**config.mk**
```make
export PLATFORM = sky130hd
export DESIGN_NAME = affine_loop_ctrl_3d
export DESIGN_NICKNAME = d
export VERILOG_FILES = /design/src/rtl/affine_loop_ctrl_3d.sv
export SDC_FILE = /design/constraint.sdc
export NUM_CORES = 1
export LEC_CHECK = 0
export CELL_PAD_IN_SITES_DETAIL_PLACEMENT = 1
export CELL_PAD_IN_SITES_GLOBAL_PLACEMENT = 1
export CORE_MARGIN = 2
export CORE_UTILIZATION = 25
export DETAILED_ROUTE_END_ITERATION = 8
export GPL_ROUTABILITY_DRIVEN = 0
export PLACE_DENSITY = 0.52
export REMOVE_ABC_BUFFERS = 1
export SETUP_SLACK_MARGIN = 0.4
export SLEW_MARGIN = 5
export SYNTH_ARGS = -nofsm -noshare
export SYNTH_HDL_FRONTEND = slang
export SYNTH_SLANG_ARGS = --single-unit
```
**constraint.sdc**
```tcl
create_clock -name clk -period 9.42 [get_ports clk]
set_clock_uncertainty 0.1 [all_clocks]
set_input_delay 1.884 -clock clk [delete_from_list [all_inputs] [get_ports clk]]
set_output_delay 1.884 -clock clk [all_outputs]
set_load 0.03 [all_outputs]
```
**src/rtl/affine_loop_ctrl_3d.sv**
```systemverilog
// affine_loop_ctrl_3d: affine schedule controller issuing valid + 3-deep loop indices to a unified buffer port
// Ports: clk, rst (async, active-high), flush (restart pulse), stall (freeze),
//        valid (iteration enable), ctrl_vars[0]=root [1]=x [2]=y, done (sticky completion).
// Optional: define AFFINE_LOOP_CTRL_LINADDR_EN to add linear_addr = x + y*X + root*X*Y, kept incrementally.
module affine_loop_ctrl_3d #(
  parameter int CTRL_W       = 16,
  parameter int X_EXTENT     = 64,
  parameter int Y_EXTENT     = 64,
  parameter int ROOT_EXTENT  = 1,
  parameter int START_OFFSET = 0,
  parameter int II           = 1
) (
  input  logic              clk,
  input  logic              rst,
  input  logic              flush,
  input  logic              stall,
  output logic              valid,
  output logic [CTRL_W-1:0] ctrl_vars [2:0],
  output logic              done
`ifdef AFFINE_LOOP_CTRL_LINADDR_EN
  , output logic [CTRL_W-1:0] linear_addr
`endif
);
  typedef enum logic [1:0] {IDLE, DELAY, RUN, DONE} state_t;
  localparam logic [CTRL_W-1:0] XL = CTRL_W'(X_EXTENT - 1);
  localparam logic [CTRL_W-1:0] YL = CTRL_W'(Y_EXTENT - 1);
  localparam logic [CTRL_W-1:0] RL = CTRL_W'(ROOT_EXTENT - 1);
  localparam logic [CTRL_W-1:0] DL = CTRL_W'((START_OFFSET > 0) ? START_OFFSET - 1 : 0);
  localparam logic [CTRL_W-1:0] IL = CTRL_W'(II - 1);
  state_t state;
  logic [CTRL_W-1:0] px, py, pr, dcnt, iic;
  logic [CTRL_W-1:0] sx, sy, sr, nx, ny, nr;
  logic go, last;
  // p* hold the pending iteration; a flush makes iteration 0 pending in the same cycle
  always_comb begin
    sx   = flush ? '0 : px;
    sy   = flush ? '0 : py;
    sr   = flush ? '0 : pr;
    last = (sx == XL) && (sy == YL) && (sr == RL);
    nx   = (sx == XL) ? '0 : sx + 1'b1;
    ny   = (sx != XL) ? sy : (sy == YL) ? '0 : sy + 1'b1;
    nr   = (sx != XL || sy != YL) ? sr : (sr == RL) ? '0 : sr + 1'b1;
    go   = flush ? (START_OFFSET == 0)
                 : !stall && ((state == RUN && iic == '0) || (state == DELAY && dcnt == DL));
  end
`ifdef AFFINE_LOOP_CTRL_LINADDR_EN
  logic [CTRL_W-1:0] pa, sa;
  assign sa = flush ? '0 : pa;
`endif
  always_ff @(posedge clk or posedge rst) begin
    if (rst) begin
      state <= IDLE;
      valid <= 1'b0;
      done  <= 1'b0;
      for (int i = 0; i < 3; i++) ctrl_vars[i] <= '0;
      px    <= '0;
      py    <= '0;
      pr    <= '0;
      dcnt  <= '0;
      iic   <= '0;
`ifdef AFFINE_LOOP_CTRL_LINADDR_EN
      pa          <= '0;
      linear_addr <= '0;
`endif
    end else begin
      valid <= go;
      if (flush) begin
        state <= DELAY;
        done  <= 1'b0;
        dcnt  <= '0;
        iic   <= '0;
        px    <= '0;
        py    <= '0;
        pr    <= '0;
`ifdef AFFINE_LOOP_CTRL_LINADDR_EN
        pa    <= '0;
`endif
      end else if (state == DONE) done <= 1'b1;
      else if (!stall && state == DELAY) dcnt <= dcnt + 1'b1;
      else if (!stall && state == RUN) iic <= (iic == IL) ? '0 : iic + 1'b1;
      // issuing an iteration: publish pending indices, advance them, restart the II phase
      if (go) begin
        ctrl_vars[0] <= sr;
        ctrl_vars[1] <= sx;
        ctrl_vars[2] <= sy;
        px           <= nx;
        py           <= ny;
        pr           <= nr;
        iic          <= CTRL_W'(II > 1);
        state        <= last ? DONE : RUN;
`ifdef AFFINE_LOOP_CTRL_LINADDR_EN
        linear_addr  <= sa;
        pa           <= sa + 1'b1;
`endif
      end
    end
  end
endmodule

```
Word-level counts from Yosys, hierarchy flattened:

Cells that the tools add are included.

* flip-flop bits (word level): 132
* input port bits: 4
* output and inout bits: 50
* word-level logic and storage cells: 71

* add/sub/neg operators: 5
* eq/ne operators: 10
* muxes and demuxes: 26
* reduce and logical (&&, ||, !) cells: 19

Operators by type and width (number)
* 16-bit two-way mux: 20
* 16-bit by 1-bit adder with 16-bit output (second input constant): 5
* 16-bit logical NOT: 3
* 16-bit by 6-bit == test with 1-bit output (second input constant): 2
* 16-bit by 6-bit != test with 1-bit output (second input constant): 2
* 1-bit logical AND: 7
* 3-bit != test (second input constant): 2
* 2-bit nonzero test: 3
* 2-bit == test (second input constant): 2
* 1-bit two-way mux: 4
* 2-bit two-way mux: 2
* 3-bit AND reduction: 1
* 3-bit nonzero test: 1
* 2-bit by 1-bit == test with 1-bit output (second input constant): 1
* 1-bit logical OR: 2
* 2-bit != test (second input constant): 1
* 2-bit AND reduction: 1
* 1-bit logical NOT: 1

Depth between registers and ports, before layout:

Gate-level depths: netlist of run 1.

* word-level depth: 7
* depth in mapped cells: 13
* mapped depth without buffers: 10

Least setup slack after synthesis of run 1:

Ideal clock, no wire load.

* kind: in2reg
* from: input flush
* to: register pr[12]
* setup time: 0.126 ns
* arrival time: 4.376 ns
* required time: 9.194 ns
* setup slack: 4.819 ns
* stages: 13
* buffers on the path: 3
* path through: clkbuf_1 -> inv_1 -> clkbuf_1 -> nand2_1 -> inv_1 -> ha_1 -> and4bb_2 -> nand4_2 -> or4_1 -> buf_2 -> nor4_4 -> mux2i_1 -> a21oi_1

* cells in the longest elaborated chain, start to end: 5
* elaborated cells between the ends (all ways): 12
* classes of those cells: add/sub (1); eq/ne (2); mux (7); reduce/logical (2)

RTL lines
* from (decl): line 15 `input logic flush,`
* 16-bit two-way mux
* net sx[0]: line 32 `logic [CTRL_W-1:0] sx, sy, sr, nx, ny, nr;`
* 16-bit by 6-bit != test with 1-bit output: line 42 `nr = (sx != XL || sy != YL) ? sr : (sr == RL) ? '0 : sr + 1'b1;`
* 1-bit logical OR: line 42
* 16-bit two-way mux: line 42
* 16-bit two-way mux: line 82 `if (go) begin`
* to (signal assigned): line 88 `pr <= nr;`
* to (decl): line 31 `logic [CTRL_W-1:0] px, py, pr, dcnt, iic;`

The timed path passes the listed nets, and every way through them passes these cells.
A chain may end at the register's enable or synchronous reset.

Final worst setup path of run 1:

* from: input flush
* to: register pr[12]

* cells in the longest elaborated chain, start to end: 5
* elaborated cells between the ends (all ways): 12
* classes of those cells: add/sub (1); eq/ne (2); mux (7); reduce/logical (2)

RTL lines (line)
* 16-bit two-way mux
* 16-bit by 1-bit adder with 16-bit output (tied with other cells): 42
* 16-bit two-way mux / 1-bit logical OR (equally long branches): 42
* 16-bit two-way mux: 42
* 16-bit two-way mux (*): 82

Every way passes the cells marked *; elsewhere a longest branch is shown, timed or not.

==> results.yml, run 1 <==
grt:
  grt.overflow.total: 0
  antenna_found_initial: 0
  grt_pass1_wl_um: 33300
  first_global_vias: 6033
  grt_usage: 0.150
  grt_start_max_net_pins: 97
drt:
  firstDrtPassIters: 4
  viasPerCell: 5.06
  dr_total_vias: 5624
  routed_wl_um: 20000
  drcViolationCount: 0
  ant_nets: 0
  drt_iter0_drc: 290
  wire_per_inst_um: 18.0
hold_path:
  hold_start: "ctrl_vars[25]$_DFFE_PP0N_"
  hp-class: "reg2reg"
worst_setup_path:
  crit_fanout: 33
  critPathLaunchType: "input port"
  cp.required_ps: 9580
  worst-setup-path-type: "in2reg"
  r2r_start: "px[1]$_DFF_PP0_"
  end_kind: "register"
  arrival_ps: 5270
  crit_start: "flush"
synth:
  syn_avg_cell_area_sq_um: 9.29
  synth_top_area_share: 0.493
  async_flop_share: 1.00
  ys_seq_area_frac: 0.493
  synth.area.top_cells: "dfrtp_1, nand2_1, o21ai_0"
  synth_edf_count: 0
  postSynthCellCount: 721
  ys_top_cells_by_count: "dfrtp_1, nand2_1, o21ai_0, nor2_1"
  ys_warn_count: 0
  ys_types: 63
  synth_top_cell_by_area: "dfrtp_1"
  synth-main-ff-cell: "dfrtp_1"
  yosysMostFrequentCell: "dfrtp_1"
  ys_ff_latch: 132
  syn_area_sq_mm: 0.00670
floorplan:
  io-pin-count: 54
  die_w_um: 168
  die_area_sq_mm: 0.0281
  num_rows: 59
  core_sq_mm: 0.0262
  die_y_um: 168
  start_util: 0.256
placement:
  hpwl_um: 13000
  io_buffers: 53
  place_area_sq_mm: 0.00754
cts:
  post_cts_resized: 0
  cts_buffers: 17
  cts_hold_buf: 0
  cts_sinks: 132
  postCtsSetupBuffers: 0
  clockRootBuffer: "clkbuf_16"
  clock_latency_ps: 420
  clk_pin_slew_ps: 60
  clockBufferDepth: 2
  cts_max_level: 4
  cts_tree: "built"
finish:
  area_growth_pct: 21.8
  final_nets: 776
  final_util: 0.311
  drive_gt1_frac: 0.0837
  fin_area_sq_mm: 0.00816
  antenna_cells: 0
sta:
  finalMaxSlewViolations: 0
  finalHoldViolations: 0
  fmax_mhz: 196
  setup_viol: 0
  fin_crit_sh: 0.542
  whs_ps: 372
  tightest_slew_ps: 1070
  final.min_clock_period_ps: 5100
  slew_headroom: 0.280
  finalSetupTns_ps: 0
  rsz0062_at_grt: "no"
power:
  p_leak_nw: 3.41
  power_density_mw_per_mm2: 165
  ir_drop_v: 0.000114
job:
  maxCapViolCount: 0
run_status:
  status: "completed"
[power by group]
group	internal [W]	leakage, nW	switching (W)
combinational	0.0000117	1.28	0.0000459
clock	0.000455	0.308	0.000260
sequential	0.000570	1.83	0.00000313
[through the flow]
stage	worst slack, ps	std cells	total power (W)
6_report	4320	1112	0.00135
5_1_grt	4080	1112	0.00140
3_3_place_gp	3990	1080	0.000642
2_1_floorplan	3720	685	0.000615
4_1_cts	4400	1112	0.00137
3_5_place_dp	3950	1080	0.000643
[worst paths after layout]
check	to	slack, ps	cells after the start
hold reg to reg	ctrl_vars[25]$_DFFE_PP0N_	370	2
min in group asynchronous	ctrl_vars[6]$_DFFE_PP0N_	1830	2
max in group asynchronous	px[0]$_DFF_PP0_	6020	3
setup reg to reg	pr[3]$_DFF_PP0_	5990	8
setup / recovery	pr[12]$_DFF_PP0_	4320	11
hold / removal	ctrl_vars[25]$_DFFE_PP0N_	370	2
[flip-flops by register name, summed over array words and instances, names as in the netlist]
signal,cells
pr,16
ctrl_vars,48
state,2
dcnt,16
px,16
iic,16
py,16
valid,1
done,1
[cells by family (layout without fill, tap and decap cells)]
logic type                 Yosys count  count (layout)  synth area share
and+or+nand+nor                    334             334             0.258
AOI/OAI and AO/OA                  146             146             0.134
DFF                                132             132             0.493
buffers and inverters               56             112            0.0357
xor gates and xnor gates            31              31            0.0405
muxes                               14              14            0.0230
adders and majority gates            8               8            0.0149
[worst max-delay path: stages]
cell	delay, ps
buf_2	380
inv_1	120
buf_4	320
nand2_1	240
ha_1	220
nor4b_1	370
a41oi_1	350
nor4_1	710
nor2_1	340
mux2i_1	210
a21oi_1	90
[final cells by class]
| cell class | instances | area [sq um] |
|---|---|---|
| Clock buffer | 22 | 464 |
| Clock inverter | 10 | 154 |
| Fill cell | 2964 | 18000 |
| Inverter | 20 | 80.1 |
| Multi-Input combinational cell | 533 | 3160 |
| Sequential cell | 132 | 3300 |
| Tap cell | 335 | 419 |
| Timing Repair Buffer | 60 | 578 |
[layout by cell type (no fill, tap or decap), types with 3 or more instances in the layout]
cell,instances
dfrtp_1,132
nand2_1,126
o21ai_0,63
nor2_1,58
clkdlybuf4s50_1,52
a21oi_1,26
nand3_1,26
inv_1,18
nor2b_1,18
xor2_1,17
clkbuf_16,17
o31ai_1,16
and3_1,15
nor4_1,14
xnor2_1,14
nand4_1,13
mux2_2,11
and4_1,10
a211oi_1,9
ha_1,8
or3_1,7
buf_4,7
nor3_1,6
o2111ai_1,6
nor3b_1,5
or4_1,5
clkinv_2,5
and4b_1,4
nand2b_1,4
or2_2,4
bufinv_16,4
a21o_1,3
and2_1,3
o211ai_1,3
a31oi_1,3
mux2i_1,3
clkbuf_1,3
[per-layer routing]
layer | up-vias | track usage | share of wire
met5 | - | 0 | 0
met4 | 0 | 0.0457 | 0.014
met3 | 20 | 0.0281 | 0.023
met2 | 68 | 0.246 | 0.47
met1 | 2881 | 0.203 | 0.49
li1 | 2655 | - | -
Note: power is estimated with default switching activity, not from simulation.
==> inputs of run 2 (changes only) <==
==> constraint.sdc (replaced) <==
create_clock -name clk -period 5.2 [get_ports clk]
set_clock_uncertainty 0.1 [all_clocks]
set_input_delay 1.04 -clock clk [delete_from_list [all_inputs] [get_ports clk]]
set_output_delay 1.04 -clock clk [all_outputs]
set_load 0.03 [all_outputs]
==> results.yml, run 2 (synthesis gave the netlist of run 1 again) <==
finish:
  area_growth_pct: 22.8
  final_nets: 783
  seqCellArea_sq_mm: 0.00330
  antenna_cells: 0
  top_register: "ctrl_vars"
  final_common_cell: "dfrtp_1"
  drive_gt1_frac: 0.0932
  multi_input_area_sq_mm: 0.00316
  final_util: 0.314
  fin_cells: 1118
  largest_reg_flops: 48
  mostFrequentLayoutCells: "dfrtp_1, nand2_1, o21ai_0"
  n_fill_cell: 2966
sta:
  slew_headroom: 0.378
  setup_viol: 0
  tightest_slew_ps: 934
  fmax_mhz: 276
  finalSetupTns_ps: 0
  finalMaxSlewViolations: 0
  final.min_clock_period_ps: 3620
  rsz0062_at_grt: "no"
  fin_crit_sh: 0.696
  finalHoldViolations: 0
grt:
  antenna_found_initial: 0
  grt_start_max_net_pins: 76
  grt_usage: 0.148
  use_met2: 0.242
  busiest_layer: "met2"
  grt_pass1_wl_um: 33200
  grt.overflow.total: 0
  gr-usage-met1: 0.201
  gr-usage-met3: 0.0293
  first_global_vias: 5990
cts:
  clock_latency_ps: 420
  post_cts_resized: 0
  clockBufferDepth: 2
  postCtsSetupBuffers: 0
  cts_max_level: 4
  cts_sinks: 132
  cts_buffers: 17
  clk_pin_slew_ps: 50
  cts_hold_buf: 0
  cts_tree: "built"
  clockRootBuffer: "clkbuf_16"
run_status:
  status: "completed"
worst_setup_path:
  worst-setup-path-type: "in2reg"
  arrival_ps: 3810
  crit_fanout: 14
  cp.required_ps: 5390
  end_kind: "register"
  critPathLaunchType: "input port"
drt:
  drt_iter0_drc: 286
  ant_nets: 0
  wire_per_inst_um: 17.7
  viasPerCell: 4.98
  firstDrtPassIters: 4
  dr_total_vias: 5573
  drcViolationCount: 0
  routed_wl_um: 19700
placement:
  io_buffers: 53
  placedCellCount: 1087
  hpwl_um: 13300
floorplan:
  die_area_sq_mm: 0.0281
  num_rows: 59
  start_util: 0.256
  core_sq_mm: 0.0262
  die_y_um: 168
  io-pin-count: 54
  die_w_um: 168
hold_path:
  hp-class: "reg2reg"
job:
  maxCapViolCount: 0
power:
  ir_drop_v: 0.000177
  power_density_mw_per_mm2: 293
  p_leak_nw: 3.44
run 2: cell types whose count changed in the layout (fill, tap and decap cells not counted), sizes merged:
cell	delta
buf	+7
clkbuf	+1
clkinvlp	+3
bufinv	-1
clkinv	-4
run 2: through the flow:
step / hold WS (ps) / instance area (sq um) / worst slack [ps] / total power (W)
after floorplan: 361 / 6530 / 340 / 0.00111
after global placement: 358 / 7600 / 1280 / 0.00117
after detailed placement: 363 / 7600 / 1230 / 0.00117
after CTS: 375 / 8230 / 1620 / 0.00246
after global routing: 404 / 8230 / 1400 / 0.00252
final: 368 / 8230 / 1580 / 0.00241
run 2: power by group:
group	internal, W	leakage, nW	switching [W]
Clock	0.000814	0.297	0.000451
Combinational	0.0000246	1.32	0.0000859
Sequential	0.00103	1.83	0.00000438
Total	0.00187	3.44	0.000541
run 2: area by class of cell:
class,instances,area share
repair buffers,67,0.0782
flip-flops and latches,132,0.402
clock inverters,8,0.0149
clock buffers,23,0.0605
inverters,20,0.00974
multi-input cells,533,0.384
well taps,335,0.0510
run 2: worst paths after layout:
kind	startpoint	to	slack, ps	depth (start not counted)
worst max-delay path	flush	pr[12]$_DFF_PP0_	1580	11
max in group asynchronous	rst	ctrl_vars[17]$_DFFE_PP0N_	3010	3
worst min register to register	ctrl_vars[17]$_DFFE_PP0N_	ctrl_vars[17]$_DFFE_PP0N_	370	2
worst min-delay path	ctrl_vars[17]$_DFFE_PP0N_	ctrl_vars[17]$_DFFE_PP0N_	370	2
min in group asynchronous	rst	ctrl_vars[10]$_DFFE_PP0N_	1030	2
worst max register to register	px[1]$_DFF_PP0_	pr[12]$_DFF_PP0_	2050	8
run 2: worst max-delay path: stages:
cell	delay, ps
buf_2	160
inv_1	150
nand2_1	110
inv_1	70
ha_1	240
and4bb_2	280
nand4_2	360
or4_1	810
nor4_4	230
mux2i_1	240
a21oi_1	100
run 2: routing by layer:
metal,up-vias,part of all wire
met3,17,0.026
met1,2822,0.49
met2,70,0.48
met4,0,0.012
met5,-,0
li1,2664,-
